**src/rtl/block_mac_sequencer.sv**
```systemverilog
// Purpose: per-lane sequencer computing C_ij = sum_x A_ix*B_xj (fetch A/B blocks into the RF, run the PU, write C back).
// Latency: per x, 2*K*K+1 granted fetch cycles plus PU time; then K*K+1 granted write cycles and a one-cycle DONE.
// Backpressure: i_Grant low stalls the word counter p; a read or RF read that was already issued still lands one cycle later.
//
// Ports:
//   i_Clock, i_Reset (async, active-low)
//   i_Indexes_Ready / o_Indexes_Received       : job handshake (i, j, mu, stride, region bases)
//   o_Grant_Request / i_Grant                  : memory arbiter handshake
//   o_Mem_Read_En / o_Mem_Write_En / o_Mem_Address
//   o_RF_Write_En / o_RF_Read_En / o_RF_Address : RF (A at 0..K*K-1, B at K*K..2K*K-1, C read from 0..K*K-1)
//   o_PU_Start / i_PU_Done                     : processing unit handshake
//   o_Result_Ready, o_Busy
// Optional: define PU_WATCHDOG_EN to add parameter WATCHDOG_CYCLES and output o_Error
//   (PU timeout aborts to IDLE without o_Result_Ready; o_Error is sticky until reset or the next accepted job).
module block_mac_sequencer #(
    parameter int K             = 2,
    parameter int INDEX_WIDTH   = 8,
    parameter int ADDR_WIDTH    = 10,
    parameter int MU_WIDTH      = 8,
    parameter int RF_ADDR_WIDTH = $clog2(2 * K * K)
`ifdef PU_WATCHDOG_EN
    ,
    parameter int WATCHDOG_CYCLES = 1024
`endif
) (
    input  logic                     i_Clock,
    input  logic                     i_Reset,
    input  logic                     i_Indexes_Ready,
    input  logic [INDEX_WIDTH-1:0]   i_Row_Index,
    input  logic [INDEX_WIDTH-1:0]   i_Column_Index,
    input  logic [MU_WIDTH-1:0]      i_mu,
    input  logic [INDEX_WIDTH-1:0]   i_Blocks_Per_Row,
    input  logic [ADDR_WIDTH-1:0]    i_A_Base,
    input  logic [ADDR_WIDTH-1:0]    i_B_Base,
    input  logic [ADDR_WIDTH-1:0]    i_C_Base,
    output logic                     o_Indexes_Received,
    output logic                     o_Result_Ready,
    output logic                     o_Busy,
    output logic                     o_Grant_Request,
    input  logic                     i_Grant,
    output logic                     o_Mem_Read_En,
    output logic                     o_Mem_Write_En,
    output logic [ADDR_WIDTH-1:0]    o_Mem_Address,
    output logic                     o_RF_Write_En,
    output logic                     o_RF_Read_En,
    output logic [RF_ADDR_WIDTH-1:0] o_RF_Address,
    output logic                     o_PU_Start,
`ifdef PU_WATCHDOG_EN
    output logic                     o_Error,
`endif
    input  logic                     i_PU_Done
);

    localparam int KK  = K * K;
    localparam int P_W = (KK > 1) ? $clog2(KK) : 1;
    localparam logic [P_W-1:0]           P_LAST    = P_W'(KK - 1);
    localparam logic [ADDR_WIDTH-1:0]    BLK_WORDS = ADDR_WIDTH'(KK);
    localparam logic [RF_ADDR_WIDTH-1:0] RF_B_OFS  = RF_ADDR_WIDTH'(KK);

    typedef enum logic [3:0] {
        IDLE, REQ_RD, FETCH_A, FETCH_B, DRAIN, PU_RUN, REQ_WR, WRITE, DONE
    } state_t;

    // Job parameters latched on acceptance; last_x = max(mu,1)-1.
    typedef struct packed {
        logic [INDEX_WIDTH-1:0] row;
        logic [INDEX_WIDTH-1:0] col;
        logic [INDEX_WIDTH-1:0] stride;
        logic [MU_WIDTH-1:0]    last_x;
        logic [ADDR_WIDTH-1:0]  a_base;
        logic [ADDR_WIDTH-1:0]  b_base;
        logic [ADDR_WIDTH-1:0]  c_base;
    } job_t;

    state_t                   state_q, state_d;
    job_t                     job_q, job_d;
    logic [MU_WIDTH-1:0]      x_q, x_d;
    logic [P_W-1:0]           p_q, p_d;
    logic                     ack_q, ack_d;
    logic                     rf_wr_q, rf_wr_d;
    logic [RF_ADDR_WIDTH-1:0] rf_wr_addr_q, rf_wr_addr_d;
    logic                     mem_wr_q, mem_wr_d;
    logic [ADDR_WIDTH-1:0]    mem_wr_addr_q, mem_wr_addr_d;

    logic                     rd_en, rf_rd_en, start_pls, result_pls, gnt_req;
    logic [ADDR_WIDTH-1:0]    rd_addr;

`ifdef PU_WATCHDOG_EN
    localparam int WD_W = (WATCHDOG_CYCLES > 1) ? $clog2(WATCHDOG_CYCLES) : 1;
    localparam logic [WD_W-1:0] WD_LAST = WD_W'(WATCHDOG_CYCLES - 1);
    logic [WD_W-1:0] wd_q, wd_d;
    logic            err_q, err_d;
`endif

    // Block addresses, all modulo 2^ADDR_WIDTH.
    logic [ADDR_WIDTH-1:0] row_a, col_a, stride_a, x_a, p_a;
    logic [ADDR_WIDTH-1:0] a_addr, b_addr, c_addr;

    assign row_a    = ADDR_WIDTH'(job_q.row);
    assign col_a    = ADDR_WIDTH'(job_q.col);
    assign stride_a = ADDR_WIDTH'(job_q.stride);
    assign x_a      = ADDR_WIDTH'(x_q);
    assign p_a      = ADDR_WIDTH'(p_q);
    assign a_addr   = job_q.a_base + (row_a * stride_a + x_a) * BLK_WORDS + p_a;
    assign b_addr   = job_q.b_base + (x_a * stride_a + col_a) * BLK_WORDS + p_a;
    assign c_addr   = job_q.c_base + (row_a * stride_a + col_a) * BLK_WORDS + p_a;

    always_ff @(posedge i_Clock or negedge i_Reset) begin
        if (!i_Reset) begin
            state_q       <= IDLE;
            job_q         <= '0;
            x_q           <= '0;
            p_q           <= '0;
            ack_q         <= 1'b0;
            rf_wr_q       <= 1'b0;
            rf_wr_addr_q  <= '0;
            mem_wr_q      <= 1'b0;
            mem_wr_addr_q <= '0;
`ifdef PU_WATCHDOG_EN
            wd_q          <= '0;
            err_q         <= 1'b0;
`endif
        end else begin
            state_q       <= state_d;
            job_q         <= job_d;
            x_q           <= x_d;
            p_q           <= p_d;
            ack_q         <= ack_d;
            rf_wr_q       <= rf_wr_d;
            rf_wr_addr_q  <= rf_wr_addr_d;
            mem_wr_q      <= mem_wr_d;
            mem_wr_addr_q <= mem_wr_addr_d;
`ifdef PU_WATCHDOG_EN
            wd_q          <= wd_d;
            err_q         <= err_d;
`endif
        end
    end

    always_comb begin
        state_d       = state_q;
        job_d         = job_q;
        x_d           = x_q;
        p_d           = p_q;
        ack_d         = 1'b0;
        rf_wr_d       = 1'b0;
        rf_wr_addr_d  = '0;
        mem_wr_d      = 1'b0;
        mem_wr_addr_d = '0;
        rd_en         = 1'b0;
        rd_addr       = '0;
        rf_rd_en      = 1'b0;
        start_pls     = 1'b0;
        result_pls    = 1'b0;
        gnt_req       = 1'b0;
`ifdef PU_WATCHDOG_EN
        wd_d          = wd_q;
        err_d         = err_q;
`endif
        case (state_q)
            IDLE: begin
                if (i_Indexes_Ready) begin
                    job_d.row    = i_Row_Index;
                    job_d.col    = i_Column_Index;
                    job_d.stride = i_Blocks_Per_Row;
                    job_d.last_x = (i_mu == '0) ? '0 : i_mu - MU_WIDTH'(1);
                    job_d.a_base = i_A_Base;
                    job_d.b_base = i_B_Base;
                    job_d.c_base = i_C_Base;
                    x_d          = '0;
                    p_d          = '0;
                    ack_d        = 1'b1;
`ifdef PU_WATCHDOG_EN
                    err_d        = 1'b0;
`endif
                    state_d      = REQ_RD;
                end
            end
            REQ_RD: begin
                gnt_req = 1'b1;
                if (i_Grant) begin
                    p_d     = '0;
                    state_d = FETCH_A;
                end
            end
            FETCH_A: begin
                gnt_req = 1'b1;
                if (i_Grant) begin
                    rd_en        = 1'b1;
                    rd_addr      = a_addr;
                    rf_wr_d      = 1'b1;
                    rf_wr_addr_d = RF_ADDR_WIDTH'(p_q);
                    if (p_q == P_LAST) begin
                        p_d     = '0;
                        state_d = FETCH_B;
                    end else begin
                        p_d = p_q + P_W'(1);
                    end
                end
            end
            FETCH_B: begin
                gnt_req = 1'b1;
                if (i_Grant) begin
                    rd_en        = 1'b1;
                    rd_addr      = b_addr;
                    rf_wr_d      = 1'b1;
                    rf_wr_addr_d = RF_B_OFS + RF_ADDR_WIDTH'(p_q);
                    if (p_q == P_LAST) begin
                        p_d     = '0;
                        state_d = DRAIN;
                    end else begin
                        p_d = p_q + P_W'(1);
                    end
                end
            end
            DRAIN: begin
                // Final B word lands in the RF this cycle; the bus is no longer needed.
                start_pls = 1'b1;
`ifdef PU_WATCHDOG_EN
                wd_d      = '0;
`endif
                state_d   = PU_RUN;
            end
            PU_RUN: begin
                // A done coincident with o_PU_Start was seen in DRAIN and is never looked at.
                if (i_PU_Done) begin
                    if (x_q < job_q.last_x) begin
                        x_d     = x_q + MU_WIDTH'(1);
                        state_d = REQ_RD;
                    end else begin
                        state_d = REQ_WR;
                    end
                end
`ifdef PU_WATCHDOG_EN
                else if (wd_q == WD_LAST) begin
                    err_d   = 1'b1;
                    state_d = IDLE;
                end else begin
                    wd_d = wd_q + WD_W'(1);
                end
`endif
            end
            REQ_WR: begin
                gnt_req = 1'b1;
                if (i_Grant) begin
                    p_d     = '0;
                    state_d = WRITE;
                end
            end
            WRITE: begin
                gnt_req = 1'b1;
                if (i_Grant) begin
                    rf_rd_en      = 1'b1;
                    mem_wr_d      = 1'b1;
                    mem_wr_addr_d = c_addr;
                    if (p_q == P_LAST) begin
                        p_d     = '0;
                        state_d = DONE;
                    end else begin
                        p_d = p_q + P_W'(1);
                    end
                end
            end
            DONE: begin
                // The last memory write (RF data from the previous cycle) is on the bus now.
                result_pls = 1'b1;
                state_d    = IDLE;
            end
            default: state_d = IDLE;
        endcase
    end

    // Reads are issued only in FETCH_* and delayed writes only land in WRITE/DONE, so the bus mux never collides.
    assign o_Mem_Read_En      = rd_en;
    assign o_Mem_Write_En     = mem_wr_q;
    assign o_Mem_Address      = mem_wr_q ? mem_wr_addr_q : rd_addr;
    assign o_RF_Write_En      = rf_wr_q;
    assign o_RF_Read_En       = rf_rd_en;
    assign o_RF_Address       = rf_rd_en ? RF_ADDR_WIDTH'(p_q) : rf_wr_addr_q;
    assign o_Indexes_Received = ack_q;
    assign o_Result_Ready     = result_pls;
    assign o_PU_Start         = start_pls;
    assign o_Grant_Request    = gnt_req;
    assign o_Busy             = (state_q != IDLE);
`ifdef PU_WATCHDOG_EN
    assign o_Error            = err_q;
`endif

endmodule

```
**config.mk**
```make
export PLATFORM = sky130hd
export DESIGN_NAME = block_mac_sequencer
export DESIGN_NICKNAME = d
export VERILOG_FILES = /design/src/rtl/block_mac_sequencer.sv
export SDC_FILE = /design/constraint.sdc
export NUM_CORES = 1
export LEC_CHECK = 0
export ABC_AREA = 1
export CORE_MARGIN = 8
export CORE_UTILIZATION = 45
export DETAILED_ROUTE_END_ITERATION = 16
export PLACE_DENSITY = 0.63
export SLEW_MARGIN = 15
export SYNTH_ARGS = -nofsm -noshare
export SYNTH_HDL_FRONTEND = slang
export SYNTH_SLANG_ARGS = --single-unit
```
**constraint.sdc**
```tcl
create_clock -name i_Clock -period 9.52 [get_ports i_Clock]
set_input_delay 0.952 -clock i_Clock [delete_from_list [all_inputs] [get_ports i_Clock]]
set_output_delay 0.952 -clock i_Clock [all_outputs]
set_load 0.01 [all_outputs]
```
* Word-level counts from Yosys, hierarchy flattened
Cells that the tools add are included.
Word-level totals: flip-flop bits (word level) 92, input port bits 67, logic and storage cells 106
Operators by class: add/sub/neg operators 13, multipliers 2, order comparisons 1, eq/ne operators 22, mux-type cells 40, reduce and logical (&&, ||, !) cells 13
Operators with widths (count):
- $mux W10 | 5
- $mux W4 | 10
- $mux W8 | 4
- $pmux W4 S8 | 1
- $add A10 B10 Y10 | 3
- $add A10 B2 Y10 | 3
- $add A8 B8 Y8 | 3
- $ne A2 B2 Y1 const B | 11
- $pmux W10 S2 | 1
- $eq A4 B3 Y1 const B | 4
- $mul A8 B8 Y8 | 2
- $pmux W8 S2 | 1
- $mux W2 | 5
- $reduce_and A10 Y1 | 1
- $mux W3 | 3
- $add A8 B1 Y8 const B | 1
- $eq A4 B2 Y1 const B | 2
- $logic_not A8 Y1 | 1
- $lt A8 B8 Y1 | 1
- $mux W1 | 8
- $reduce_and A4 Y1 | 2
- $sub A8 B1 Y8 const B | 1
- $pmux W2 S3 | 1
- $pmux W3 S2 | 1
- 14 further kinds | 16

* Logic depth before layout (Yosys ltp)
Gate-level depths: netlist of the first run.
depth in word-level cells 7, depth in mapped cells 31, gate-level depth less buffers 30

* Worst setup path before layout of the first run
Ideal clock, no wire load.
kind reg2out, start register job_q[40] in the netlist's numbering, end output port o_Mem_Address[9], arrival 4.673 ns, required time 8.568 ns, slack 3.895 ns, cell stages (with the launch flop) 28, buffers on the path 1, cells stage by stage dfrtp_1 -> clkbuf_1 -> nand2_1 -> inv_1 -> ha_1 -> fa_1 -> ha_1 -> inv_1 -> fa_1 -> inv_1 -> fa_1 -> xor2_1 -> ha_1 -> inv_1 -> o21ai_0 -> xor2_1 -> ha_1 -> nand2_1 -> nor3_1 -> nand2_1 -> o211ai_1 -> a31oi_1 -> inv_1 -> nand3_1 -> nand3_1 -> nand2_1 -> nand2_1 -> nand2_1
Between the ends: longest elaborated chain between the ends 7
RTL lines:
- start, declared | line 76 | job_t job_q, job_d;
- start signal, assigned | line 125 | job_q <= job_d;
- $mul A8 B8 Y8, on equally long branches | line 105, 104
- $add A8 B8 Y8, on equally long branches | line 105, 104
- $add A10 B10 Y10, on equally long branches | line 105, 104
- $add A10 B2 Y10, on equally long branches | line 105, 104
- $mux W10, on equally long branches | line 203, 188
- $pmux W10 S2 (*) | line 160 | case (state_q)
- $mux W10 (*) | line 276 | assign o_Mem_Address = mem_wr_q ? mem_wr_addr_q : rd_addr;
- end, declared | line 43 | output logic [ADDR_WIDTH-1:0] o_Mem_Address,
Every way passes the cells marked *; elsewhere a longest branch is shown, timed or not.

* Worst setup path in the final report of the first run
Ends and elaborated chain as after synthesis.

==> impl_metrics.tcl, run 1 <==
set metrics [dict create \
    gr-usage-all-layers_pct 17.49 \
    vias_per_cell 4.888 \
    diodes 0 \
    synthCells 1004 \
    met3_length_um 675 \
    synth-edff-count 0 \
    drcViolationCount 0 \
    cts_sinks 92 \
    critical_path.max_stage_delay_ns 0.54 \
    crit_path_start_kind "flop" \
    async_flop_share_pct 100.0 \
    max_freq_mhz 146.9 \
    drive_above_1_share_pct 7.558 \
    slew_headroom_pct 29.14 \
    vias 6423 \
    crit_top_cell "nand2_1" \
    die_y_um 150 \
    synth_nets 1190 \
    die_width_um 150 \
    ys_ff_latch 92 \
    cts_hold_buf 0 \
    critPathSlowestCell "clkdlybuf4s50_1" \
    finalSetupTns_ns 0 \
    cts-root-buf "clkbuf_16" \
    reg2reg_slack_ns 4.96 \
    grt_first_pass_wirelength_um 31100 \
    max_slew.worst_pin.slew_ns 1.060 \
    clockBufferDepth 2 \
    syn_area_per_cell_sq_um 8.048 \
    arrival_ns 5.85 \
    slew_viol_final 0 \
    hp-class "reg2reg" \
    routed.top_layer "met4" \
    cts.htree.levels 3 \
    io_pins 89 \
    antenna_found_initial 0 \
    rsz0062_at_grt "no" \
    detail-route-antenna-nets 0 \
    drt_first_pass_iters 4 \
    gp_congestion 0.8426 \
    io_buffers 88 \
    wl_per_cell_um 14.29 \
    netlist_area_sq_um 8080 \
    cts_resized 0 \
    critPathBufInv 6 \
    yosysSeqAreaShare_pct 28.49 \
    worstSetupPathType "reg2out" \
    wirelength_um 18770 \
    yosysWarningCount 0 \
    grt_pass1_vias 6282 \
    drt_first_iter_violations 257 \
    finClkSkew_ns 0.005205 \
    cts_tree "yes" \
    worstPathMaxFanout 13 \
    route.met2.wl_um 8953 \
    fin_crit_sh_pct 71.49 \
    hold_viol 0 \
    clkLatencyLatePin_ns 0.35 \
    yosysUniqueCellTypes 43 \
    core_sq_um 17780 \
    clk_pin_slew_ns 0.06 \
    cts_buffers 9 \
    grt_max_degree 49 \
    critPathCaptureType "output pin" \
    n_fill_cell 1681 \
    grt-ovfl-total 0 \
    cap_viol_max_count 0 \
    status "finished, final reports clean" \
    setup_violations 0 \
    drt-met1-wl_um 8905 \
    synth-main-ff-cell "dfrtp_1" \
    synthToLayoutAreaGrowth_pct 16.88 \
    nNetsFinal 1266 \
    num_rows 49 \
    post_cts_buffers 0 \
    crit_required_ns 8.57 \
    die-area_sq_um 22500 \
    initial_core_util_pct 45.45 \
    post-route-min-period_ns 6.806 \
    hpwl_um 15050 \
    critical_path.top_delay_family "adder cells" \
]
==> state kept, by name, indices dropped and copies added (netlist names) <==
signal and count:
col_a 8, job_q 54, mem_wr_addr_q 10, o_Indexes_Received 1, o_Mem_Write_En 1, o_RF_Write_En 1
p_q 2, rf_wr_addr_q 3, state_q 4, x_q 8
==> path summary, 6_finish.rpt <==
path                           start          endpoint  cells after the start
max                        job_q[40]  o_Mem_Address[9]                     27
min                        job_q[16]         job_q[16]                      1
max reg2reg                job_q[40]  mem_wr_addr_q[9]                     20
min reg2reg                job_q[16]         job_q[16]                      1
max in group asynchronous    i_Reset          col_a[3]                      2
min in group asynchronous    i_Reset     o_RF_Write_En                      1
==> layout make-up <==
type	instances	area (sq um)	share of cell area [%]
clock inverters	5	82.58	0.8744
multi-input cells	685	4877	51.64
flip-flops and latches	92	2302	24.38
repair buffers	90	893.4	9.459
inverters	202	759.5	8.042
well taps	229	286.5	3.034
clock buffers	11	242.7	2.570
==> through the flow <==
stage                     area [sq um]  std cells  hold slack (ns)  util [%]  setup WS, ns
after floorplan                   8080       1004           0.4649         -         3.895
after global placement            9119       1298           0.4842     51.29         3.180
after detailed placement          9119       1298           0.4868     51.29         3.063
after CTS                         9444       1314           0.5019     53.12         2.683
after global routing              9444       1314           0.5243     53.12         2.281
final                             9444       1314           0.4998     53.12         2.714
==> kinds of logic after synthesis <==
| family | synth area share, % |
|---|---|
| flip-flops | 28.49 |
| multiplexers | 6.411 |
| XOR/XNOR | 4.971 |
| AND/OR/NAND/NOR | 18.18 |
| adder cells (fa/ha/maj) | 21.68 |
| buffers and inverters | 11.24 |
| AO/OA/AOI/OAI | 9.028 |
==> placed cells by master, fill, tap and decap left out, drive strengths merged <==
cell,instances
nand2,238
inv,201
dfrtp,92
clkdlybuf4s50,87
ha,84
o21ai,47
a21oi,46
mux2,46
nor2,45
nand3,43
fa,35
xnor2,23
xor2,22
o22ai,13
clkbuf,11
nor3,9
a21o,5
o31ai,5
a31oi,4
o211ai,4
nand4,4
clkinv,4
o21bai,3
buf,3
or2,3
a22o,2
nand3b,2
bufinv,2
o21a,1
nand2b,1
==> synth_stat cells, types with 2 or more instances <==
cell | count | share of area, %
o22ai_1 | 13 | 1.0
o21ai_0 | 43 | 2.7
o21ai_1 | 4 | 0.25
a31oi_1 | 4 | 0.31
nand2_1 | 227 | 11
clkbuf_1 | 5 | 0.23
xnor2_1 | 23 | 2.5
dfrtp_1 | 92 | 28
nand4_1 | 4 | 0.31
nor2_1 | 40 | 1.9
o211ai_1 | 4 | 0.37
nand3b_1 | 2 | 0.19
o21bai_1 | 3 | 0.28
nand3_1 | 40 | 2.5
a22o_1 | 2 | 0.22
nand2_4 | 2 | 0.28
a21oi_1 | 46 | 2.8
nand3_2 | 3 | 0.37
ha_1 | 84 | 13
mux2_2 | 31 | 4.3
nor2_2 | 4 | 0.31
mux2_1 | 15 | 2.1
nor3_1 | 8 | 0.50
nand2_2 | 9 | 0.70
a21o_1 | 5 | 0.46
fa_1 | 35 | 8.7
o31ai_1 | 4 | 0.37
or2_1 | 2 | 0.15
buf_2 | 7 | 0.43
inv_1 | 191 | 8.9
xor2_1 | 21 | 2.3
buf_4 | 12 | 1.1
inv_2 | 9 | 0.42
==> metal layers <==
metal / up-vias / track usage, %
met5: - / 0
li1: 3319 / -
met2: 91 / 29.50
met4: 0 / 4.748
met3: 20 / 2.812
met1: 2993 / 22.79
Power of run 1 is not shown: default switching activity piles up to over one toggle a cycle in this logic, so the estimate is an artifact.
==> run 2, diff against run 1 <==
==> constraint.sdc (replaced) <==
create_clock -name i_Clock -period 7.1 [get_ports i_Clock]
set_input_delay 0.71 -clock i_Clock [delete_from_list [all_inputs] [get_ports i_Clock]]
set_output_delay 0.71 -clock i_Clock [all_outputs]
set_load 0.01 [all_outputs]
==> run 2 against run 1 <==
Utilization shrank 0.28 points. Worst setup slack got worse by 2.2 ns. Global-route usage fell by 0.12 points. Register-to-register slack got worse by 2.4 ns. Highest routed layer unchanged.
==> impl_metrics.tcl, run 2 (same netlist as run 1, synthesis figures left out) <==
set metrics [dict create \
    antenna_found_initial 0 \
    hp-class "in2async" \
    post-route-min-period_ns 6.583 \
    hold_viol 0 \
    finClkSkew_ns 0.008915 \
    diodes 0 \
    critical_path.max_stage_delay_ns 0.62 \
    critPathSlowestCell "dfrtp_1" \
    nNetsFinal 1267 \
    die_y_um 150 \
    post_cts_buffers 0 \
    io_buffers 88 \
    status "finished, final reports clean" \
    clockBufferDepth 2 \
    n_fill_cell 1702 \
    die-area_sq_um 22500 \
    grt-ovfl-total 0 \
    rsz0062_at_grt "no" \
    gr-usage-all-layers_pct 17.37 \
    final_common_cell "nand2_1" \
    finalSetupTns_ns 0 \
    worstPathMaxFanout 13 \
    grt_first_pass_wirelength_um 30760 \
    drive_above_1_share_pct 7.558 \
    cts.htree.levels 3 \
    cts_tree "yes" \
    max_slew.worst_pin.slew_ns 1.062 \
    wirelength_um 18670 \
    max_freq_mhz 151.9 \
    regMostFlops "job_q" \
    crit_top_cell "inv_1" \
    vias 6410 \
    cap_viol_max_count 0 \
    crit_path_start_kind "flop" \
    wl_per_cell_um 14.21 \
    worstSetupPathType "reg2out" \
    cts_resized 0 \
    initial_core_util_pct 45.45 \
    hpwl_um 15180 \
    drt_first_pass_iters 4 \
    gp_congestion 0.8351 \
    die_width_um 150 \
    regArea_sq_um 2302 \
    slew_headroom_pct 29.05 \
    multiInputGateArea_sq_um 4877 \
    cts_buffers 9 \
    grt_max_degree 49 \
    grt_pass1_vias 6287 \
    critPathCaptureType "output pin" \
    cts-root-buf "clkbuf_16" \
    drcViolationCount 0 \
    clkLatencyLatePin_ns 0.35 \
    setup_violations 0 \
    crit_required_ns 6.39 \
    drt_first_iter_violations 253 \
    slew_viol_final 0 \
    vias_per_cell 4.878 \
    cts_sinks 92 \
    reg_top3 "job_q (54), mem_wr_addr_q (10)" \
    core_sq_um 17780 \
    detail-route-antenna-nets 0 \
    num_rows 49 \
    synthToLayoutAreaGrowth_pct 16.26 \
    largest_reg_flops 54 \
    fin_crit_sh_pct 92.72 \
    io_pins 89 \
    cts_hold_buf 0 \
    arrival_ns 5.87 \
    clk_pin_slew_ns 0.07 \
    final_cell_mix "nand2_1, inv_1, dfrtp_1" \
]
## run 2: changes by cell type in the layout (fill, tap and decap cells not counted), sizes merged
| cell | delta |
|---|---|
| bufinv | -2 |
| buf | +1 |
| clkbuf | -1 |
| clkinv | +1 |
| clkinvlp | +1 |
## run 2: final cells by class
class	count	share of cell area (%)
sequential	92	24.51
tap	229	3.050
clock inverter	5	0.4129
inverter	202	8.085
timing repair buffer	91	9.590
multi-input combinational	685	51.92
clock buffer	10	2.437
## run 2: metal layers
| layer | vias up | part of all wire [%] | track usage [%] |
|---|---|---|---|
| met2 | 95 | 49 | 30.05 |
| met4 | 0 | 0.83 | 3.698 |
| met3 | 10 | 3.6 | 3.236 |
| met1 | 2980 | 47 | 22.13 |
| li1 | 3325 | - | - |
| met5 | - | 0 | 0 |
## run 2: path summary, 6_finish.rpt
check	start	end	slack, ns	cells past startpoint
max in group asynchronous	i_Reset	x_q[1]	5.70	2
min reg2reg	job_q[16]	job_q[16]	0.50	1
max reg2reg	job_q[40]	mem_wr_addr_q[9]	2.56	18
max	job_q[40]	o_Mem_Address[9]	0.52	29
min	i_Reset	o_RF_Write_En	0.34	1
min in group i_Clock	job_q[16]	job_q[16]	0.50	1
## run 2: per-stage QoR
step                instances  util (%)  cell area [sq um]  hold WS [ns]  setup slack (ns)
floorplan                1004         -               8080        0.4144             1.717
global placement         1299     51.33               9126        0.4847             1.002
detailed placement       1299     51.33               9126        0.4845            0.9075
CTS                      1314     52.84               9394        0.3650            0.5039
global route             1314     52.84               9394        0.3923            0.1782
finish                   1314     52.84               9394        0.3428            0.5168
## run 2: critical path, delay by kind of cell, from the launching register on
| kind | cells | cell delay [ns] |
|---|---|---|
| adders and majority gates | 7 | 2.47 |
| and+or+nand+nor | 9 | 0.64 |
| AOI/OAI and AO/OA | 3 | 0.47 |
| DFF | 1 | 0.62 |
| xor gates and xnor gates | 2 | 0.40 |
| buffers and inverters | 8 | 0.92 |
Power of run 2 is left out for the same reason.
